`src/rtl/alu_pkg.sv`:
```
// ---------------------------------------------------------------------------
// alu_pkg
//   Shared ALU definitions for the multiply path.
//   - mul_state_t : FSM encoding of the sequential multiplier
//                   (IDLE=2'b00, RUN=2'b01, DONE=2'b10)
//   - MUL_WIDTH   : operand width of the multiply path
//   - mul_busy()  : decodes the Busy indication from a state value
// ---------------------------------------------------------------------------
package alu_pkg;

  localparam int MUL_WIDTH = 32;

  typedef enum logic [1:0] {
    MUL_IDLE = 2'b00,
    MUL_RUN  = 2'b01,
    MUL_DONE = 2'b10
  } mul_state_t;

  // Busy covers the whole time an operation owns the multiplier, including
  // the single result cycle, so the ALU cannot issue into the DONE slot.
  function automatic logic mul_busy(input mul_state_t s);
    return (s == MUL_RUN) || (s == MUL_DONE);
  endfunction

endpackage : alu_pkg

```
`src/rtl/FA_32bit.sv`:
```
// ---------------------------------------------------------------------------
// FA_32bit
//   Ripple-carry adder used as the per-cycle partial-product adder of the
//   sequential multiplier. Purely combinational.
// Ports
//   A    in  W  addend
//   B    in  W  addend
//   Cin  in  1  carry into bit 0
//   Sum  out W  A + B + Cin, low W bits
//   Cout out 1  carry out of bit W-1
// ---------------------------------------------------------------------------
module FA_32bit #(
  parameter int W = 32
) (
  input  logic [W-1:0] A,
  input  logic [W-1:0] B,
  input  logic         Cin,
  output logic [W-1:0] Sum,
  output logic         Cout
);

  // The carry is threaded through the loop as a blocking variable so the
  // chain is a true ripple of full adders, one bit per iteration.
  always_comb begin : ripple
    logic carry;
    carry = Cin;
    Sum   = '0;
    for (int i = 0; i < W; i++) begin
      Sum[i] = A[i] ^ B[i] ^ carry;
      carry  = (A[i] & B[i]) | (carry & (A[i] ^ B[i]));
    end
    Cout = carry;
  end

endmodule : FA_32bit

```
`src/rtl/shift_add_mul32.sv`:
```
// ---------------------------------------------------------------------------
// shift_add_mul32
//   Sequential unsigned WIDTH x WIDTH -> 2*WIDTH shift-and-add multiplier.
//   One partial product is accumulated per clock through a single FA_32bit,
//   so the ALU needs no combinational multiplier array.
//
// Parameters
//   WIDTH  operand width (only 32 is verified); product is 2*WIDTH bits
//   CNT_W  iteration counter width; must be able to hold WIDTH
//
// Ports
//   Clk      in   1        rising-edge clock
//   Reset    in   1        asynchronous, active-high reset
//   Start    in   1        request a multiply; sampled only in IDLE
//   A        in   WIDTH    multiplicand, captured on the accepted Start edge
//   B        in   WIDTH    multiplier,   captured on the accepted Start edge
//   Busy     out  1        high in RUN and DONE
//   Done     out  1        one-cycle pulse; Product is valid while high
//   Product  out  2*WIDTH  A*B; holds until overwritten by the next result
//
// Configuration
//   MUL_ZERO_SKIP_EN  when defined, a Start in IDLE with A==0 or B==0 goes
//                     straight to DONE with Product=0 (RUN is skipped).
//                     When undefined, zero operands take the full path.
//
// Timing
//   Start accepted at edge k -> Done high from edge k+WIDTH to k+WIDTH+1.
//   Initiation interval is WIDTH+2 cycles.
// ---------------------------------------------------------------------------
module shift_add_mul32
  import alu_pkg::*;
#(
  parameter int WIDTH = MUL_WIDTH,
  parameter int CNT_W = 6
) (
  input  logic               Clk,
  input  logic               Reset,
  input  logic               Start,
  input  logic [WIDTH-1:0]   A,
  input  logic [WIDTH-1:0]   B,
  output logic               Busy,
  output logic               Done,
  output logic [2*WIDTH-1:0] Product
);

  localparam logic [CNT_W-1:0] LAST_CNT = CNT_W'(WIDTH - 1);

  // FSM, counter and operand/accumulator registers
  mul_state_t           state_q, state_d;
  logic [CNT_W-1:0]     cnt_q,   cnt_d;
  logic [WIDTH-1:0]     m_q,     m_d;     // multiplicand
  logic [WIDTH-1:0]     q_q,     q_d;     // multiplier, shifts out LSB-first;
                                          // low product bits shift in at top
  logic [WIDTH-1:0]     phi_q,   phi_d;   // upper half of running product
  logic [2*WIDTH-1:0]   prod_q,  prod_d;

  // Adder interface
  logic [WIDTH-1:0]     add_b;
  logic [WIDTH-1:0]     add_sum;
  logic                 add_cout;

  // {Cout,Sum,Q} shifted right by one. The shifted-out Q[0] has already
  // been consumed to select the addend, so it is simply dropped.
  logic [2*WIDTH-1:0]   step_next;

`ifdef MUL_ZERO_SKIP_EN
  logic                 zero_op;
  assign zero_op = (A == '0) || (B == '0);
`endif

  assign add_b     = q_q[0] ? m_q : '0;
  assign step_next = {add_cout, add_sum, q_q[WIDTH-1:1]};

  FA_32bit #(
    .W (WIDTH)
  ) u_adder (
    .A    (phi_q),
    .B    (add_b),
    .Cin  (1'b0),
    .Sum  (add_sum),
    .Cout (add_cout)
  );

  // -------------------------------------------------------------------------
  // Next-state logic
  // -------------------------------------------------------------------------
  always_comb begin
    state_d = state_q;
    cnt_d   = cnt_q;
    m_d     = m_q;
    q_d     = q_q;
    phi_d   = phi_q;
    prod_d  = prod_q;

    case (state_q)
      MUL_IDLE: begin
        if (Start) begin
          m_d   = A;
          q_d   = B;
          phi_d = '0;
          cnt_d = '0;
`ifdef MUL_ZERO_SKIP_EN
          if (zero_op) begin
            prod_d  = '0;
            state_d = MUL_DONE;
          end else begin
            state_d = MUL_RUN;
          end
`else
          state_d = MUL_RUN;
`endif
        end
      end

      MUL_RUN: begin
        {phi_d, q_d} = step_next;
        cnt_d        = cnt_q + CNT_W'(1);
        // The final iteration publishes the freshly shifted value, not the
        // registered one, so Product is valid on the first DONE cycle.
        if (cnt_q == LAST_CNT) begin
          prod_d  = step_next;
          state_d = MUL_DONE;
        end
      end

      // Start is deliberately not sampled here; the ALU must see IDLE first.
      MUL_DONE: begin
        state_d = MUL_IDLE;
      end

      default: begin
        state_d = MUL_IDLE;
      end
    endcase
  end

  // -------------------------------------------------------------------------
  // State registers
  // -------------------------------------------------------------------------
  always_ff @(posedge Clk or posedge Reset) begin
    if (Reset) begin
      state_q <= MUL_IDLE;
      cnt_q   <= '0;
      m_q     <= '0;
      q_q     <= '0;
      phi_q   <= '0;
      prod_q  <= '0;
    end else begin
      state_q <= state_d;
      cnt_q   <= cnt_d;
      m_q     <= m_d;
      q_q     <= q_d;
      phi_q   <= phi_d;
      prod_q  <= prod_d;
    end
  end

  // Moore outputs
  assign Busy    = mul_busy(state_q);
  assign Done    = (state_q == MUL_DONE);
  assign Product = prod_q;

endmodule : shift_add_mul32

```
`config.mk`:
```
export PLATFORM = sky130hd
export DESIGN_NAME = shift_add_mul32
export DESIGN_NICKNAME = d
export VERILOG_FILES = /design/src/rtl/alu_pkg.sv /design/src/rtl/FA_32bit.sv /design/src/rtl/shift_add_mul32.sv
export SDC_FILE = /design/constraint.sdc
export NUM_CORES = 1
export LEC_CHECK = 0
export ABC_AREA = 1
export BUFFER_PORTS_ARGS = -buffer_cell sky130_fd_sc_hd__buf_2
export CAP_MARGIN = 5
export CORE_UTILIZATION = 57
export DETAILED_ROUTE_END_ITERATION = 8
export GPL_ROUTABILITY_DRIVEN = 0
export PLACE_DENSITY = 0.89
export SYNTH_ARGS = -nofsm -noshare
export SYNTH_HDL_FRONTEND = slang
export SYNTH_SLANG_ARGS = --single-unit
```
`constraint.sdc`:
```
create_clock -name Clk -period 19.55 [get_ports Clk]
set_input_delay 3.91 -clock Clk [delete_from_list [all_inputs] [get_ports Clk]]
set_output_delay 3.91 -clock Clk [all_outputs]
set_load 0.02 [all_outputs]
```
==> impl_results.md <==
- Startpoint class of the critical path: register
- TritonCTS buffer count: 17
- Clk root buf: clkbuf_16
- Syn Area/Cell: 10.51 sq um
- Hold Buf Count CTS: 0
- Post-cts resize count: 0
- Total gr overflow: 0
- Dominant synthesized flop cell: dfrtp_1
- Post-detail-place hpwl: 10210 um
- Final Skew: 12.25 ps
- Count of final setup violators: 0
- Vias post-DR: between 5000 and 6000
- Final nets: about 970
- CP Max Fanout: 33
- Synth Net Count: 859
- Setup TNS: 0 ps
- Area Growth Syn to Fin: 12.79%
- Post-route clock period utilization: 75.19%
- CTS tree: yes
- Worst VDD drop: 0.06793 mV
- Post-synth top area cell: dfrtp_1
- Post-synthesis sequential area ratio: approximately 53%
- First-pass GRT wire length: between 20000 and 30000 um
- Worst min path class: register to register
- Post-DR vias/cell: roughly 5.2
- Largest net degree at the start of global routing: roughly 110
- Initial Utilization: around 59%
- Run status: finished clean
- Max Cap Viol: 0
- Crit Path Category: register to register
- Slowest stage cell, crit path: dfrtp_1
- Layout cell share with drive strength beyond 1: a little under a third
- Leak: 4.393 nW
- Synth top area cells: dfrtp_1, nand2_1, fa_1
- Die Height: between 100 and 150 um
- Area share of the leading cell type in the synthesized netlist: a little over half
- Number of synthesis warnings: 0
- Worst hold margin: roughly 480 ps
- Worst Reg2Reg Path Length in Cells: 36
- Largest stage delay, worst path: between 1000 and 1500 ps
- Hold path cells: 2
- Max Clk Rate: between 60 and 70 MHz
- Worst EP required: around 20000 ps
- Worst slew pin tran: roughly 1000 ps
- RSZ-0062 raised after global routing: false
- Placed instance count: 1022
- Relative slew slack: a little under a third
- CTS clk-pin slew, worst paths: roughly 60 ps
- Slew Viols, Final: 0
- Number of global-route vias before repair: 5417
- Routed Antenna Nets: 0
- Die Wd: 120.1 um
- Drt drc: 0
- Post-CTS Repair Setup Buffers: 0
- GRT Total Usage: between 20% and 30%
- H-tree level count: 4
- Initial DRC count: roughly 410
- Final min period: about 15000 ps
- CP most frequent cell: fa_1
- Synth Cell Area: just under 8000 sq um
- Post-Layout Cell Count: roughly 1100
- # rows: 42
- Clk sinks: roughly 170
- Syn Inst Count: between 700 and 800
- Final Hold Viols: 0
- FILL cells: 1064
- Ys async rst share: 100.0%
- Number of synthesized register bits: about 170
- PwrDens: 134.7 nW/um^2
- DIE AREA: between 10000 and 15000 sq um
- Post-synth EDFFs: 0
- I/O Buffers: 132
- Initial antenna violation count: 0
- Element type at the critical path end: register
- CP arrival: about 15000 ps
- DR pass1 iterations: 5
- Post-Route WL: approximately 15000 um
- Post-synth cell types: 30
- # diodes: 0
- Worst skew pair latency: roughly 430 ps
- Max clock buf depth: 2
- Core region area: between 10000 and 15000 sq um
- Top Ports: about 130
- DR WL/cell: around 15 um
[layer usage]
metal	vias up	GRT usage (%)	part of all wire, %
li1	2640	-	-
met1	2665	32.33	45
met2	108	37.64	49
met3	24	4.990	3.8
met4	0	8.828	1.9
met5	-	0	0
[Yosys cell counts (6+ instances only)]
library cell  number
buf_12             7
buf_2             10
buf_6              9
clkbuf_1          13
dfrtp_1          168
fa_1              31
inv_1             74
nand2_1          203
nand2_2           44
nand3_1            8
o211ai_1          31
o21ai_0           27
o21ai_1            6
o21ai_2           64
o22ai_1           31
[state kept, by name, summed over array words and instances (netlist names)]
signal	count
Product	64
m_q	32
phi_q	32
q_q	32
cnt_q	6
state_q	2
[logic make-up (layout without fill, tap and decap cells)]
| group | after synthesis | count (layout) | share of synthesized area [%] |
|---|---|---|---|
| AO/OA/AOI/OAI | 164 | 164 | 14.87 |
| adder cells (fa/ha/maj) | 36 | 36 | 8.598 |
| buffers and inverters | 123 | 242 | 8.961 |
| flip-flops | 168 | 168 | 52.91 |
| AND/OR/NAND/NOR | 265 | 265 | 14.66 |
[where the power goes]
group | internal, mW | switching (mW)
Combinational | 0.145 | 0.279
Sequential | 0.438 | 0.0450
Clock | 0.173 | 0.126
Total | 0.756 | 0.451
[stage by stage]
step / util [%] / power, mW / instance area [sq um] / setup slack [ps]
finish: 66.87 / 1.207 / 8961 / 4850
floorplan: - / 0.8312 / 7945 / 5839
global placement: 63.03 / 0.8884 / 8446 / 5120
global route: 66.87 / 1.298 / 8961 / 4256
CTS: 66.87 / 1.214 / 8961 / 4797
detailed placement: 63.03 / 0.9127 / 8446 / 4813
[path summary, 6_finish.rpt]
| path | slack [ps] | end | startpoint |
|---|---|---|---|
| max | 4850 | phi_q[30]$_DFFE_PP0P_ | q_q[0]$_DFFE_PP0P_ |
| min | 480 | Product[4]$_DFFE_PP0P_ | Product[4]$_DFFE_PP0P_ |
| max reg2reg | 4850 | phi_q[30]$_DFFE_PP0P_ | q_q[0]$_DFFE_PP0P_ |
| min reg2reg | 480 | Product[4]$_DFFE_PP0P_ | Product[4]$_DFFE_PP0P_ |
| max in group asynchronous | 14540 | Product[7]$_DFFE_PP0P_ | Reset |
| min in group asynchronous | 3670 | Product[50]$_DFFE_PP0P_ | Reset |
[cells in the final DEF, fill, tap and decap left out, drive strengths merged]
master and instances:
clkinv 5, inv 76, or2 1, clkbuf 25, ha 5, dfrtp 168
o22ai 31, a21boi 1, o21ai 97, fa 31, nand3 9, o211ai 31
a21oi 3, nand4 1, a31oi 1, nand2 248, buf 136, nor2 6
[worst max-delay path, delay by kind of cell (launching register included)]
kind,cells,cell delay [ps]
simple gates,1,100
compound gates,1,80
flops,1,1020
fa+ha+maj,32,13140
buf+inv,2,140
[cell type report]
type                            instances  area [sq um]  area share [%]
Timing Repair Buffer                  136         690.7           7.707
Inverter                               77         294.0           3.281
Multi-Input combinational cell        465          3037           33.89
Clock buffer                           25         495.5           5.529
Tap cell                              176         220.2           2.457
Sequential cell                       168          4204           46.91
Clock inverter                          4         20.02          0.2234
(Power assumes the default switching activity.)
